File: config.mk
export PLATFORM = sky130hd
export DESIGN_NAME = demux_deser8_flat
export DESIGN_NICKNAME = d
export VERILOG_FILES = /design/src/rtl/demux_deser8_pkg.sv /design/src/rtl/demux_deser8_if.sv /design/src/rtl/demux_deser8_demux1toN.sv /design/src/rtl/demux_deser8.sv /design/src/flat_wrapper.sv
export SDC_FILE = /design/constraint.sdc
export NUM_CORES = 1
export LEC_CHECK = 0
export BUFFER_PORTS_ARGS = -buffer_cell sky130_fd_sc_hd__buf_4
export CORE_MARGIN = 10
export CORE_UTILIZATION = 50
export CTS_CLUSTER_DIAMETER = 100
export DETAILED_ROUTE_END_ITERATION = 8
export PLACE_DENSITY = 0.7
export SKIP_CTS_REPAIR_TIMING = 1
export SYNTH_ARGS = -nofsm -noshare
export SYNTH_HDL_FRONTEND = slang
export SYNTH_SLANG_ARGS = --single-unit
File: constraint.sdc
create_clock -name clk -period 2.6 [get_ports clk]
set_clock_uncertainty 0.1 [all_clocks]
set_input_delay 0.52 -clock clk [delete_from_list [all_inputs] [get_ports clk]]
set_output_delay 0.52 -clock clk [all_outputs]
set_load 0.01 [all_outputs]
File: src/rtl/demux_deser8_pkg.sv
// Shared types and defaults for the serial-to-parallel demux deserializer.
package demux_deser8_pkg;

  typedef enum logic {
    IDLE    = 1'b0,
    COLLECT = 1'b1
  } state_t;

  localparam int N_DEFAULT = 8;

endpackage

File: src/rtl/demux_deser8_if.sv
// Control/data bundle between a serial bit source and the deserializer.
interface demux_deser8_if
  import demux_deser8_pkg::*;
#(
  parameter int N = N_DEFAULT
);
  localparam int SW = $clog2(N);

  logic          start;
  logic          din;
  logic          din_valid;
  logic [N-1:0]  dout;
  logic          dout_valid;
  logic [SW-1:0] sel;
  logic          busy;
  logic          frame_err;

  modport master (
    output start, din, din_valid,
    input  dout, dout_valid, sel, busy, frame_err
  );

  modport slave (
    input  start, din, din_valid,
    output dout, dout_valid, sel, busy, frame_err
  );

endinterface

File: src/rtl/demux_deser8_demux1toN.sv
// One-hot slot decoder: turns the current slot index into per-slot write enables.
module demux1toN #(
  parameter int N = 8
) (
  input  logic [$clog2(N)-1:0] sel,
  input  logic                 en,
  output logic [N-1:0]         wen
);

  assign wen = en ? (N'(1) << sel) : '0;

endmodule

File: src/rtl/demux_deser8.sv
// Serial-to-parallel deserializer; states: IDLE | waiting for start,
// COLLECT | accepting qualified bits into the shadow word, LSB first.
module demux_deser8
  import demux_deser8_pkg::*;
#(
  parameter int N          = N_DEFAULT,
  parameter bit CONTINUOUS = 1'b0
) (
  input logic          clk,
  input logic          rst,
  demux_deser8_if.slave bus
);

  localparam int              SW       = $clog2(N);
  localparam logic [SW-1:0]   SEL_LAST = SW'(N - 1);

  state_t        state;
  logic [SW-1:0] sel;
  logic [N-1:0]  shadow;
  logic [N-1:0]  shadow_nxt;
  logic [N-1:0]  dout;
  logic [N-1:0]  wen;
  logic          dout_valid;
  logic          frame_err;
  logic          busy;
  logic          collecting;
  logic          last_bit;
  logic          restart;

  assign collecting = (state == COLLECT);
  assign last_bit   = collecting && bus.din_valid && (sel == SEL_LAST);
  // A start landing on the completing bit lets the frame finish instead of aborting it.
  assign restart    = collecting && bus.start && (sel != '0) && !last_bit;

  demux1toN #(.N(N)) u_demux (
    .sel (sel),
    .en  (collecting && bus.din_valid && !restart),
    .wen (wen)
  );

  assign shadow_nxt = (shadow & ~wen) | (wen & {N{bus.din}});

  always_ff @(posedge clk or posedge rst) begin
    if (rst) begin
      state      <= IDLE;
      sel        <= '0;
      shadow     <= '0;
      dout       <= '0;
      dout_valid <= 1'b0;
      frame_err  <= 1'b0;
      busy       <= 1'b0;
    end else begin
      dout_valid <= 1'b0;
      frame_err  <= 1'b0;
      case (state)
        IDLE: begin
          if (bus.start) begin
            state  <= COLLECT;
            busy   <= 1'b1;
            sel    <= '0;
            shadow <= '0;
          end
        end
        COLLECT: begin
          if (restart) begin
            frame_err <= 1'b1;
            sel       <= '0;
            shadow    <= '0;
          end else if (bus.din_valid) begin
            if (last_bit) begin
              dout       <= shadow_nxt;
              dout_valid <= 1'b1;
              sel        <= '0;
              shadow     <= '0;
              if (!CONTINUOUS && !bus.start) begin
                state <= IDLE;
                busy  <= 1'b0;
              end
            end else begin
              sel    <= sel + SW'(1);
              shadow <= shadow_nxt;
            end
          end
        end
      endcase
    end
  end

  assign bus.dout       = dout;
  assign bus.dout_valid = dout_valid;
  assign bus.sel        = sel;
  assign bus.busy       = busy;
  assign bus.frame_err  = frame_err;

endmodule

File: src/flat_wrapper.sv
// flat-port wrapper written by rule: the top's interface ports become plain ports
module demux_deser8_flat import demux_deser8_pkg::*;
#(
  parameter int N          = N_DEFAULT,
  parameter bit CONTINUOUS = 1'b0
)
  (clk, rst, bus_start, bus_din, bus_din_valid, bus_dout, bus_dout_valid, bus_sel, bus_busy, bus_frame_err);
  demux_deser8_if #(.N(N)) bus_i ();
  input logic clk;
  input logic rst;
  input wire logic [$bits(bus_i.start)-1:0] bus_start;
  input wire logic [$bits(bus_i.din)-1:0] bus_din;
  input wire logic [$bits(bus_i.din_valid)-1:0] bus_din_valid;
  output wire logic [$bits(bus_i.dout)-1:0] bus_dout;
  output wire logic [$bits(bus_i.dout_valid)-1:0] bus_dout_valid;
  output wire logic [$bits(bus_i.sel)-1:0] bus_sel;
  output wire logic [$bits(bus_i.busy)-1:0] bus_busy;
  output wire logic [$bits(bus_i.frame_err)-1:0] bus_frame_err;
  assign bus_i.start = bus_start;
  assign bus_i.din = bus_din;
  assign bus_i.din_valid = bus_din_valid;
  assign bus_dout = bus_i.dout;
  assign bus_dout_valid = bus_i.dout_valid;
  assign bus_sel = bus_i.sel;
  assign bus_busy = bus_i.busy;
  assign bus_frame_err = bus_i.frame_err;
  demux_deser8 #(.N(N), .CONTINUOUS(CONTINUOUS)) u_core (.clk(clk), .rst(rst), .bus(bus_i));
endmodule
==> flow_summary.yaml <==
yosys:
  seq_area_frac_synth: 0.472
  synth_edf_count: 0
  async_flop_share: 1.00
  syn_inst: 111
  synth.largest_area_cell: "dfrtp_1"
  synth_area_leaders: "dfrtp_1 47%, ha_1 6.4%, nand2_1 5.2%"
  syn-cell-area_mm2: 0.00117
  synth_cell_types: 36
  synth_nets: 122
  yosysWarnings: 0
  ys_seq_elements: 22
  avgSynthCellArea_um2: 10.5
  yosysTopAreaCellShare: 0.472
  synthFlopType: "dfrtp_1"
global_routing:
  grt_pass1_vias: 846
  grt_use_met3: 0.0277
  grt_max_degree: 23
  grt_usage: 0.105
  gr-total-overflow: 0
  antenna_found_initial: 0
  grtUsageMet2: 0.173
  met1_usage: 0.125
  grt_busiest_layer: "met2"
  grt_pass1_wl_um: 3810
run:
  cap_violations: 0
cts:
  clkLatencyLatePin_ns: 0.30
  cts-root-buf: "clkbuf_4"
  clk_pin_slew_ns: 0.12
  htreeDepth: 1
  cts_tree: "yes"
  cts.sinks: 22
  cts_made_buffers: 3
  clk_path_buf_depth: 2
pwr:
  p_per_area_mw_per_mm2: 836
  power.leakage_nw: 0.633
  total_power_mw: 1.12
  irDropWorstVdd_mv: 0.601
setup_path:
  critPathRequiredTime_ns: 2.71
  crit_type: "reg2reg"
  cp-start-kind: "register"
  setup.worst_path.end_class: "register"
  cp.arrival_ns: 2.14
  critical_path.max_fanout: 6
detailed_routing:
  via_count: 854
  avgRoutedWirePerCell_um: 14.5
  routed_wl_um: 2270
  dr.pass1.iters: 4
  initialDrtViolationCount: 3
  drtAntennaViolNets: 0
  drc: 0
  vias_per_cell: 5.44
place:
  io_buffers: 18
  dp.cells: 153
  gp_congestion: 0.772
  hpwl_um: 1720
layout:
  nNetsFinal: 141
  instances_no_fill: 157
  syn2layout_area_growth_pct: 15.1
  multi_input_area_um2: 541
  drive_above_1_share: 0.264
  fin_util: 0.607
  n_antenna_cell: 0
  seq_area_um2: 551
  fillers: 203
status:
  outcome: "completed"
timing:
  relSlewSlack: 0.453
  hold_violations: 0
  tightest_slew_ns: 0.820
  setup_viol: 0
  max_freq_ghz: 0.491
  setup_tns_ns: 0
  whs_ns: 0.262
  min_period_over_period: 0.783
  rsz0062_at_grt: "no"
  drv_slew: 0
  layout_min_cycle_time_ns: 2.04
floorplan:
  num_io_pins: 19
  fp.dieW_um: 68.3
  initial_utilization: 0.527
  rows: 17
  coreArea_mm2: 0.00221
  die_area_mm2: 0.00466
  die_h_um: 68.3
hold_path:
  min-delay-path-class: "in2async"
==> area by class of cell <==
| cell class | instances | share of cell area |
|---|---|---|
| multi-input combinational | 74 | 0.403 |
| inverter | 10 | 0.0280 |
| tap | 28 | 0.0261 |
| clock buffer | 4 | 0.0270 |
| timing repair buffer | 19 | 0.106 |
| sequential | 22 | 0.410 |
==> layer usage <==
metal,wire [um],up-vias
li1,-,429
met1,1030,400
met2,1050,18
met3,129,7
met4,59,0
met5,0,-
==> cell families after synthesis <==
| kind of cell | Yosys count | synth area share |
|---|---|---|
| and+or+nand+nor | 34 | 0.180 |
| AOI/OAI and AO/OA | 30 | 0.185 |
| DFF | 22 | 0.472 |
| buffers and inverters | 15 | 0.0644 |
| adders and majority gates | 6 | 0.0644 |
| muxes | 4 | 0.0343 |
==> per-stage QoR <==
step	setup WS (ns)	cell area, um^2
after CTS	0.550	1340
after global placement	0.632	1310
after floorplan	0.649	1170
after global routing	0.455	1340
final	0.564	1340
after detailed placement	0.570	1310
==> worst max-delay path, stage by stage, from the launching register on <==
cell	delay, ns
dfrtp_1	0.45
ha_1	0.24
ha_1	0.27
nor3b_1	0.46
nor4b_2	0.14
a32o_1	0.28
==> Yosys cell counts (all sizes together), types with 3 or more instances <==
cell     n
a21oi    5
nand4    3
ha       6
inv     10
dfrtp   22
o211ai   3
buf      5
mux2i    4
o22ai    4
nand2   18
o21ai    9
==> worst paths after layout <==
path / startpoint / end / slack, ns / cells past startpoint
setup / recovery: u_core.bus.sel[0] / u_core.shadow[1] / 0.56 / 5
hold / removal: rst / u_core.shadow[6] / 0.26 / 2
setup reg to reg: u_core.bus.sel[0] / u_core.shadow[1] / 0.56 / 5
hold reg to reg: u_core.bus.dout[7] / u_core.bus.dout[7] / 0.39 / 2
max in group asynchronous: rst / u_core.bus.sel[1] / 1.63 / 2
min in group clk: u_core.bus.dout[7] / u_core.bus.dout[7] / 0.39 / 2
==> registers in the layout (all words and copies together), names as in the netlist <==
signal                 count
u_core.bus.dout_valid      1
u_core.collecting          1
u_core.bus.sel             3
u_core.bus.dout            8
u_core.bus.busy            1
u_core.bus.frame_err       1
u_core.shadow              7
==> power by group <==
group / switching, mW / leakage, nW / total (mW) / internal (mW)
combinational: 0.251 / 0.318 / 0.467 / 0.216
sequential: 0.0659 / 0.294 / 0.469 / 0.403
clock: 0.101 / 0.0210 / 0.186 / 0.0855
==> cell usage in the layout, fill, tap and decap left out, drive strengths merged, types with 2 or more instances in the layout <==
master / synthesis / layout
nand2: 18 / 18
o21ai: 9 / 9
o211ai: 3 / 3
nand2b: 2 / 2
clkbuf: 0 / 4
nor4b: 2 / 2
o21bai: 2 / 2
nand4: 3 / 3
a21oi: 5 / 5
a32o: 2 / 2
nand3: 2 / 2
mux2i: 4 / 4
inv: 10 / 10
ha: 6 / 6
buf: 5 / 19
o22ai: 4 / 4
dfrtp: 22 / 22
Power figures use the tool's default switching activity.
